[config.mk]
export PLATFORM = sky130hd
export DESIGN_NAME = atm_account_arbiter
export DESIGN_NICKNAME = d
export VERILOG_FILES = /design/src/rtl/atm_pkg.sv /design/src/rtl/atm_rr_arbiter.sv /design/src/rtl/atm_account_arbiter.sv
export SDC_FILE = /design/constraint.sdc
export NUM_CORES = 1
export LEC_CHECK = 0
export CORE_MARGIN = 8
export CORE_UTILIZATION = 58
export DETAILED_ROUTE_END_ITERATION = 8
export PLACE_DENSITY = 0.85
export SLEW_MARGIN = 20
export SYNTH_ARGS = -nofsm -noshare
export SYNTH_HDL_FRONTEND = slang
export SYNTH_SLANG_ARGS = --single-unit
export TNS_END_PERCENT = 1
[constraint.sdc]
create_clock -name clk -period 5.6 [get_ports clk]
set_input_delay 1.12 -clock clk [delete_from_list [all_inputs] [get_ports clk]]
set_output_delay 1.12 -clock clk [all_outputs]
set_load 0.1 [all_outputs]
[src/rtl/atm_pkg.sv]
// Shared constants and state encoding for the ATM account arbiter.
package atm_pkg;

   localparam int DEF_AW = 2;
   localparam int DEF_BW = 15;

   localparam logic [2:0] OP_BALANCE  = 3'b001;
   localparam logic [2:0] OP_WITHDRAW = 3'b010;
   localparam logic [2:0] OP_DEPOSIT  = 3'b011;
   localparam logic [2:0] OP_TRANSFER = 3'b100;

   localparam logic [2:0] ST_OK           = 3'b000;
   localparam logic [2:0] ST_INSUFFICIENT = 3'b001;
   localparam logic [2:0] ST_OVERFLOW     = 3'b010;
   localparam logic [2:0] ST_BAD_OP       = 3'b011;
   localparam logic [2:0] ST_SAME_ACCT    = 3'b100;

   typedef enum logic [2:0] {
      S_IDLE,
      S_RD_SRC,
      S_RD_DST,
      S_CHK,
      S_WR_SRC,
      S_WR_DST,
      S_RESP
   } state_t;

   // True for the four opcodes the arbiter knows how to execute.
   function automatic logic op_is_valid(input logic [2:0] op);
      return (op == OP_BALANCE) || (op == OP_WITHDRAW) ||
             (op == OP_DEPOSIT) || (op == OP_TRANSFER);
   endfunction

endpackage

[src/rtl/atm_rr_arbiter.sv]
// Round-robin grant among up to four requesters; the pointer moves past the
// winner only when the grant is actually taken.
module atm_rr_arbiter #(
   parameter int NUM_REQ = 2
) (
   input  logic               clk,
   input  logic               reset,
   input  logic [NUM_REQ-1:0] req_valid,
   input  logic               advance,
   output logic [NUM_REQ-1:0] grant,
   output logic [1:0]         grant_idx,
   output logic               grant_any
);

   logic [1:0] ptr_reg;
   logic [3:0] valid_pad;
   logic [1:0] cand_idx [NUM_REQ];

   assign valid_pad = 4'(req_valid);

   // Candidate gi is the requester gi places after the pointer, wrapping.
   genvar gi;
   generate
      for (gi = 0; gi < NUM_REQ; gi++) begin : g_cand
         logic [2:0] sum;
         assign sum = {1'b0, ptr_reg} + 3'(gi);
         assign cand_idx[gi] = (sum >= 3'(NUM_REQ)) ? 2'(sum - 3'(NUM_REQ)) : sum[1:0];
      end
   endgenerate

   // Pick the nearest asserted requester at or after the pointer.
   always_comb begin
      grant_any = 1'b0;
      grant_idx = 2'd0;
      grant     = '0;
      for (int i = NUM_REQ - 1; i >= 0; i--) begin
         if (valid_pad[cand_idx[i]]) begin
            grant_any = 1'b1;
            grant_idx = cand_idx[i];
         end
      end
      for (int i = 0; i < NUM_REQ; i++) begin
         if (grant_any && (grant_idx == 2'(i))) grant[i] = 1'b1;
      end
   end

   // Next search starts just past the requester that was served.
   always_ff @(posedge clk) begin
      if (reset) begin
         ptr_reg <= 2'd0;
      end else if (advance) begin
         ptr_reg <= (grant_idx == 2'(NUM_REQ - 1)) ? 2'd0 : grant_idx + 2'd1;
      end
   end

endmodule

[src/rtl/atm_account_arbiter.sv]
// Serialises ATM session requests onto the single-port balance memory and
// runs each one as an uninterruptible read-check-write sequence.
module atm_account_arbiter
   import atm_pkg::*;
#(
   parameter int NUM_REQ = 2,
   parameter int AW      = DEF_AW,
   parameter int BW      = DEF_BW
) (
   input  logic                  clk,
   input  logic                  reset,
   input  logic [NUM_REQ-1:0]    req_valid,
   input  logic [3*NUM_REQ-1:0]  req_op,
   input  logic [AW*NUM_REQ-1:0] req_src,
   input  logic [AW*NUM_REQ-1:0] req_dst,
   input  logic [BW*NUM_REQ-1:0] req_amount,
   output logic [NUM_REQ-1:0]    req_ready,
   output logic                  rsp_valid,
   output logic [1:0]            rsp_id,
   output logic [2:0]            rsp_status,
   output logic [BW-1:0]         rsp_balance,
   output logic                  busy,
   output logic [AW-1:0]         mem_addr,
   output logic                  mem_we,
   output logic [BW-1:0]         mem_wdata,
   input  logic [BW-1:0]         mem_rdata
);

   state_t        state_reg;
   logic [2:0]    op_reg;
   logic [AW-1:0] src_reg, dst_reg;
   logic [BW-1:0] amount_reg, src_bal_reg, dst_new_reg, result_reg;
   logic [1:0]    id_reg;

   logic [NUM_REQ-1:0] grant;
   logic [1:0]         grant_idx;
   logic               grant_any, accept;

   logic [2:0]    op_arr  [4];
   logic [AW-1:0] src_arr [4];
   logic [AW-1:0] dst_arr [4];
   logic [BW-1:0] amt_arr [4];

   // Unpack the flat request buses so the winner's payload is a plain index.
   genvar gi;
   generate
      for (gi = 0; gi < 4; gi++) begin : g_unpack
         if (gi < NUM_REQ) begin : g_live
            assign op_arr[gi]  = req_op[gi*3 +: 3];
            assign src_arr[gi] = req_src[gi*AW +: AW];
            assign dst_arr[gi] = req_dst[gi*AW +: AW];
            assign amt_arr[gi] = req_amount[gi*BW +: BW];
         end else begin : g_tie
            assign op_arr[gi]  = 3'b000;
            assign src_arr[gi] = '0;
            assign dst_arr[gi] = '0;
            assign amt_arr[gi] = '0;
         end
      end
   endgenerate

   atm_rr_arbiter #(.NUM_REQ(NUM_REQ)) u_rr (
      .clk       (clk),
      .reset     (reset),
      .req_valid (req_valid),
      .advance   (accept),
      .grant     (grant),
      .grant_idx (grant_idx),
      .grant_any (grant_any)
   );

   // Grants only happen from IDLE, which is what makes each request atomic.
   assign accept    = (state_reg == S_IDLE) && grant_any && !reset;
   assign req_ready = accept ? grant : '0;
   assign busy      = (state_reg != S_IDLE);

   // In CHK the source balance comes straight off the memory for single-account
   // ops; a transfer already captured it during RD_DST and is now reading dst.
   logic [BW-1:0] chk_src_bal, debit_bal;
   logic [BW:0]   dep_sum, xfer_sum;
   assign chk_src_bal = (op_reg == OP_TRANSFER) ? src_bal_reg : mem_rdata;
   assign debit_bal   = chk_src_bal - amount_reg;
   assign dep_sum     = {1'b0, chk_src_bal} + {1'b0, amount_reg};
   assign xfer_sum    = {1'b0, mem_rdata} + {1'b0, amount_reg};

   // Transaction sequencer; all memory and response outputs are registered.
   always_ff @(posedge clk) begin
      if (reset) begin
         state_reg   <= S_IDLE;
         op_reg      <= 3'b000;
         src_reg     <= '0;
         dst_reg     <= '0;
         amount_reg  <= '0;
         src_bal_reg <= '0;
         dst_new_reg <= '0;
         result_reg  <= '0;
         id_reg      <= 2'd0;
         rsp_valid   <= 1'b0;
         rsp_id      <= 2'd0;
         rsp_status  <= 3'b000;
         rsp_balance <= '0;
         mem_addr    <= '0;
         mem_we      <= 1'b0;
         mem_wdata   <= '0;
      end else begin
         rsp_valid   <= 1'b0;
         rsp_id      <= 2'd0;
         rsp_status  <= 3'b000;
         rsp_balance <= '0;
         mem_addr    <= '0;
         mem_we      <= 1'b0;
         mem_wdata   <= '0;
         case (state_reg)
            S_IDLE: begin
               if (accept) begin
                  op_reg     <= op_arr[grant_idx];
                  src_reg    <= src_arr[grant_idx];
                  dst_reg    <= dst_arr[grant_idx];
                  amount_reg <= amt_arr[grant_idx];
                  id_reg     <= grant_idx;
                  if (!op_is_valid(op_arr[grant_idx])) begin
                     state_reg  <= S_RESP;
                     rsp_valid  <= 1'b1;
                     rsp_id     <= grant_idx;
                     rsp_status <= ST_BAD_OP;
                  end else if ((op_arr[grant_idx] == OP_TRANSFER) &&
                               (src_arr[grant_idx] == dst_arr[grant_idx])) begin
                     state_reg  <= S_RESP;
                     rsp_valid  <= 1'b1;
                     rsp_id     <= grant_idx;
                     rsp_status <= ST_SAME_ACCT;
                  end else begin
                     state_reg <= S_RD_SRC;
                     mem_addr  <= src_arr[grant_idx];
                  end
               end
            end
            S_RD_SRC: begin
               if (op_reg == OP_TRANSFER) begin
                  state_reg <= S_RD_DST;
                  mem_addr  <= dst_reg;
               end else begin
                  state_reg <= S_CHK;
               end
            end
            S_RD_DST: begin
               src_bal_reg <= mem_rdata;
               state_reg   <= S_CHK;
            end
            S_CHK: begin
               rsp_id      <= id_reg;
               rsp_balance <= chk_src_bal;
               if ((op_reg == OP_BALANCE) ||
                   ((op_reg != OP_DEPOSIT) && (amount_reg > chk_src_bal)) ||
                   ((op_reg == OP_DEPOSIT) && dep_sum[BW]) ||
                   ((op_reg == OP_TRANSFER) && xfer_sum[BW])) begin
                  // Balance query or a failed check: answer with the pre-op value.
                  state_reg <= S_RESP;
                  rsp_valid <= 1'b1;
                  if (op_reg == OP_BALANCE)
                     rsp_status <= ST_OK;
                  else if ((op_reg != OP_DEPOSIT) && (amount_reg > chk_src_bal))
                     rsp_status <= ST_INSUFFICIENT;
                  else
                     rsp_status <= ST_OVERFLOW;
               end else begin
                  state_reg   <= S_WR_SRC;
                  mem_we      <= 1'b1;
                  mem_addr    <= src_reg;
                  mem_wdata   <= (op_reg == OP_DEPOSIT) ? dep_sum[BW-1:0] : debit_bal;
                  result_reg  <= (op_reg == OP_DEPOSIT) ? dep_sum[BW-1:0] : debit_bal;
                  dst_new_reg <= xfer_sum[BW-1:0];
                  rsp_id      <= 2'd0;
                  rsp_balance <= '0;
               end
            end
            S_WR_SRC: begin
               if (op_reg == OP_TRANSFER) begin
                  state_reg <= S_WR_DST;
                  mem_we    <= 1'b1;
                  mem_addr  <= dst_reg;
                  mem_wdata <= dst_new_reg;
               end else begin
                  state_reg   <= S_RESP;
                  rsp_valid   <= 1'b1;
                  rsp_id      <= id_reg;
                  rsp_balance <= result_reg;
               end
            end
            S_WR_DST: begin
               state_reg   <= S_RESP;
               rsp_valid   <= 1'b1;
               rsp_id      <= id_reg;
               rsp_balance <= result_reg;
            end
            default: begin
               state_reg <= S_IDLE;
            end
         endcase
      end
   end

endmodule

==> results.md <==
- Area growth from synthesis to layout: 23.9%
- Number of synthesized flops with an enable pin: 0
- Post-Layout Cell Count: 1155
- Synth warn: 0
- Iter 0 DRT Violations: 748
- Die H: 126 um
- Final setup viols: 0
- Die Wd: 126 um
- Post-layout util: 0.728
- I/O Buffers: 104
- Detail Route Antenna Nets: 0
- Post-layout nets: 1107
- Clk slew on worst S/H paths: 60 ps
- Cts hold-fix bufs: 0
- DR vias: 7200
- Root buffer cell: clkbuf_16
- Initial antenna violation count: 0
- Vias per cell: 6.23
- Initial core utilization: 0.587
- Final worst setup slack: 1010 ps
- DRC viols: 0
- Fin crit share: 0.820
- Worst-Skew Late Latency: 430 ps
- RD Place Congestion: 0.981
- #FFs+latches synth: 113
- Worst hold margin: 429 ps
- Remaining Overflow, GRT: 0
- Antenna cells: 0
- Worst hold path type: reg -> reg
- Power per cell area: 547 nW/um^2
- Netlist Area Pre-Place: 6990 sq um
- Pre-Repair DR Iteration Count: 5
- Fin crit period: 4590 ps
- Global-route total usage across every layer: 0.278
- Placed instance count: 1123
- Pre-CTS WS: 654 ps
- # clock sinks: 113
- Actual slew at the worst max-slew pin: 1150 ps
- CP endpoint kind: flop
- Vias in the first global route: 6850
- Fillers: 898
- Clock Skew: 9.19 ps
- RSZ-0062 raised after global routing: false
- Syn_area_per_cell: 7.61 sq um
- Crit-path max FO: 27
- Pins Over Slew Limit: 0
- Die area: 15800 sq um
- Critical Path RT: 5950 ps
- Slew headroom: 0.229
- Post-synthesis sequential area ratio: 0.323
- Peak Freq: 0.218 GHz
- Post-CTS setup buffer count: 0
- Critical path class: in -> reg
- Max Cap Viol: 0
- CTS H-tree lvls: 4
- Wire length of the first global-routing pass: 35.4 mm
- Setup tns final: 0 ps
- Highest-count cells in the layout ignoring fill and taps: nand2_1 (178), dfxtp_1 (113), clkdlybuf4s50_1 (101)
- Cell Rows: 40
- Cell variety after synth: 70
- I/O Pins: 105
- Pin count of the biggest net entering global routing: 84
- Peak supply drop: 0.000632 V
- CTS tree: done
- Detailed Route WL: 22.0 mm
- Most used DFF post-synth: dfxtp_1
- Clock Path Buffers: 2
- Cts bufs inserted: 17
- Post-Syn Instances: 919
- Status: completed
- Share of post-route cells with drive strength above 1: 0.0645
- Critical Path AT: 4950 ps
- Ys async rst share: 0
- Commonest non-fill, non-tap cell in the layout: nand2_1
- Hold Fails Final Rpt: 0
- CP startpoint kind: input pin
- Mapped Nets: 1031
- DR WL/cell: 19.1 um
- Dpl hpwl: 16.2 mm
- CTS resizes: 0
- Core Region: 11900 sq um
- LEAKAGE: 3.39 nW
layer usage:
| metal | track usage | part of all wire | up-vias |
|---|---|---|---|
| met5 | 0 | 0 | - |
| met4 | 0.205 | 0.065 | 0 |
| met3 | 0.0684 | 0.090 | 94 |
| met2 | 0.433 | 0.45 | 412 |
| met1 | 0.329 | 0.40 | 3263 |
| li1 | - | - | 3431 |
final timing paths:
kind | end | from | slack [ps] | depth (start not counted)
worst max-delay path | dst_new_reg[12]$_SDFFE_PP0P_ | mem_rdata[1] | 1010 | 14
worst min-delay path | rsp_id[1]$_SDFF_PP0_ | id_reg[1]$_SDFFE_PP0P_ | 430 | 2
worst max register to register | dst_new_reg[12]$_SDFFE_PP0P_ | op_reg[1]$_SDFFE_PP0P_ | 1220 | 13
worst min register to register | rsp_id[1]$_SDFF_PP0_ | id_reg[1]$_SDFFE_PP0P_ | 430 | 2
power by group:
part	leakage [nW]	internal, W	total, W	switching (W)
Clock	0.308	0.000714	0.00115	0.000441
Combinational	2.16	0.000854	0.00244	0.00158
Sequential	0.918	0.000945	0.00115	0.000201
cell families after synthesis:
logic type                 count (synthesis)  share of synthesized area
buffers and inverters                     99                     0.0587
xor gates and xnor gates                  19                     0.0238
and+or+nand+nor                          374                      0.243
adders and majority gates                 49                     0.0909
AOI/OAI and AO/OA                        258                      0.249
muxes                                      7                     0.0106
DFF                                      113                      0.323
metrics by stage:
| stage | power [W] | area, sq um |
|---|---|---|
| 2_1_floorplan | 0.00290 | 6990 |
| 3_3_place_gp | 0.00348 | 8040 |
| 3_5_place_dp | 0.00351 | 8040 |
| 4_1_cts | 0.00467 | 8670 |
| 5_1_grt | 0.00501 | 8670 |
| 6_report | 0.00474 | 8670 |
synthesized netlist by cell type, types with 4 or more instances:
cell	instances	area (sq um)
and2_1	5	31.3
o21ai_1	4	20.0
nor2b_1	11	68.8
buf_2	7	35.0
nand3_1	28	140
nand4_1	6	37.5
o21a_1	8	60.1
ha_1	46	576
and3_1	5	31.3
xnor2_1	9	78.8
a21o_1	8	60.1
nor4_1	6	37.5
a311oi_1	20	175
xor2_1	10	87.6
a211oi_1	14	105
a21oi_1	97	485
clkbuf_1	44	165
buf_4	4	30.0
a2111oi_0	4	35.0
o31ai_1	7	52.6
nor3_1	18	90.1
nand2b_1	14	87.6
nand2_1	178	668
dfxtp_1	113	2260
inv_1	41	154
or2_2	5	31.3
o21ai_0	29	145
or3_1	8	50.1
mux2i_1	4	40.0
nand3b_1	5	37.5
o21bai_1	7	52.6
nor2_1	71	267
o211ai_1	8	60.1
a211o_1	4	35.0
a31oi_1	5	31.3
a32o_1	13	130
cell type report:
class                   instances  area (sq um)  share of cell area
repair buffers                115          1110               0.128
clock inverters                15           199              0.0230
well taps                     147           184              0.0212
inverters                      41           154              0.0178
flip-flops and latches        113          2260               0.261
clock buffers                  17           425              0.0491
multi-input cells             707          4330               0.499
critical path: stages:
cell	delay, ps
clkdlybuf4s50_1	450
inv_1	120
nor2_1	60
a21oi_1	280
inv_1	160
ha_1	310
nand2b_1	70
a31oi_1	320
o2111a_1	290
o21a_1	240
o2111a_1	940
buf_4	310
nand2_1	80
a21oi_1	170
No activity file was read; power rests on OpenSTA's default activity.
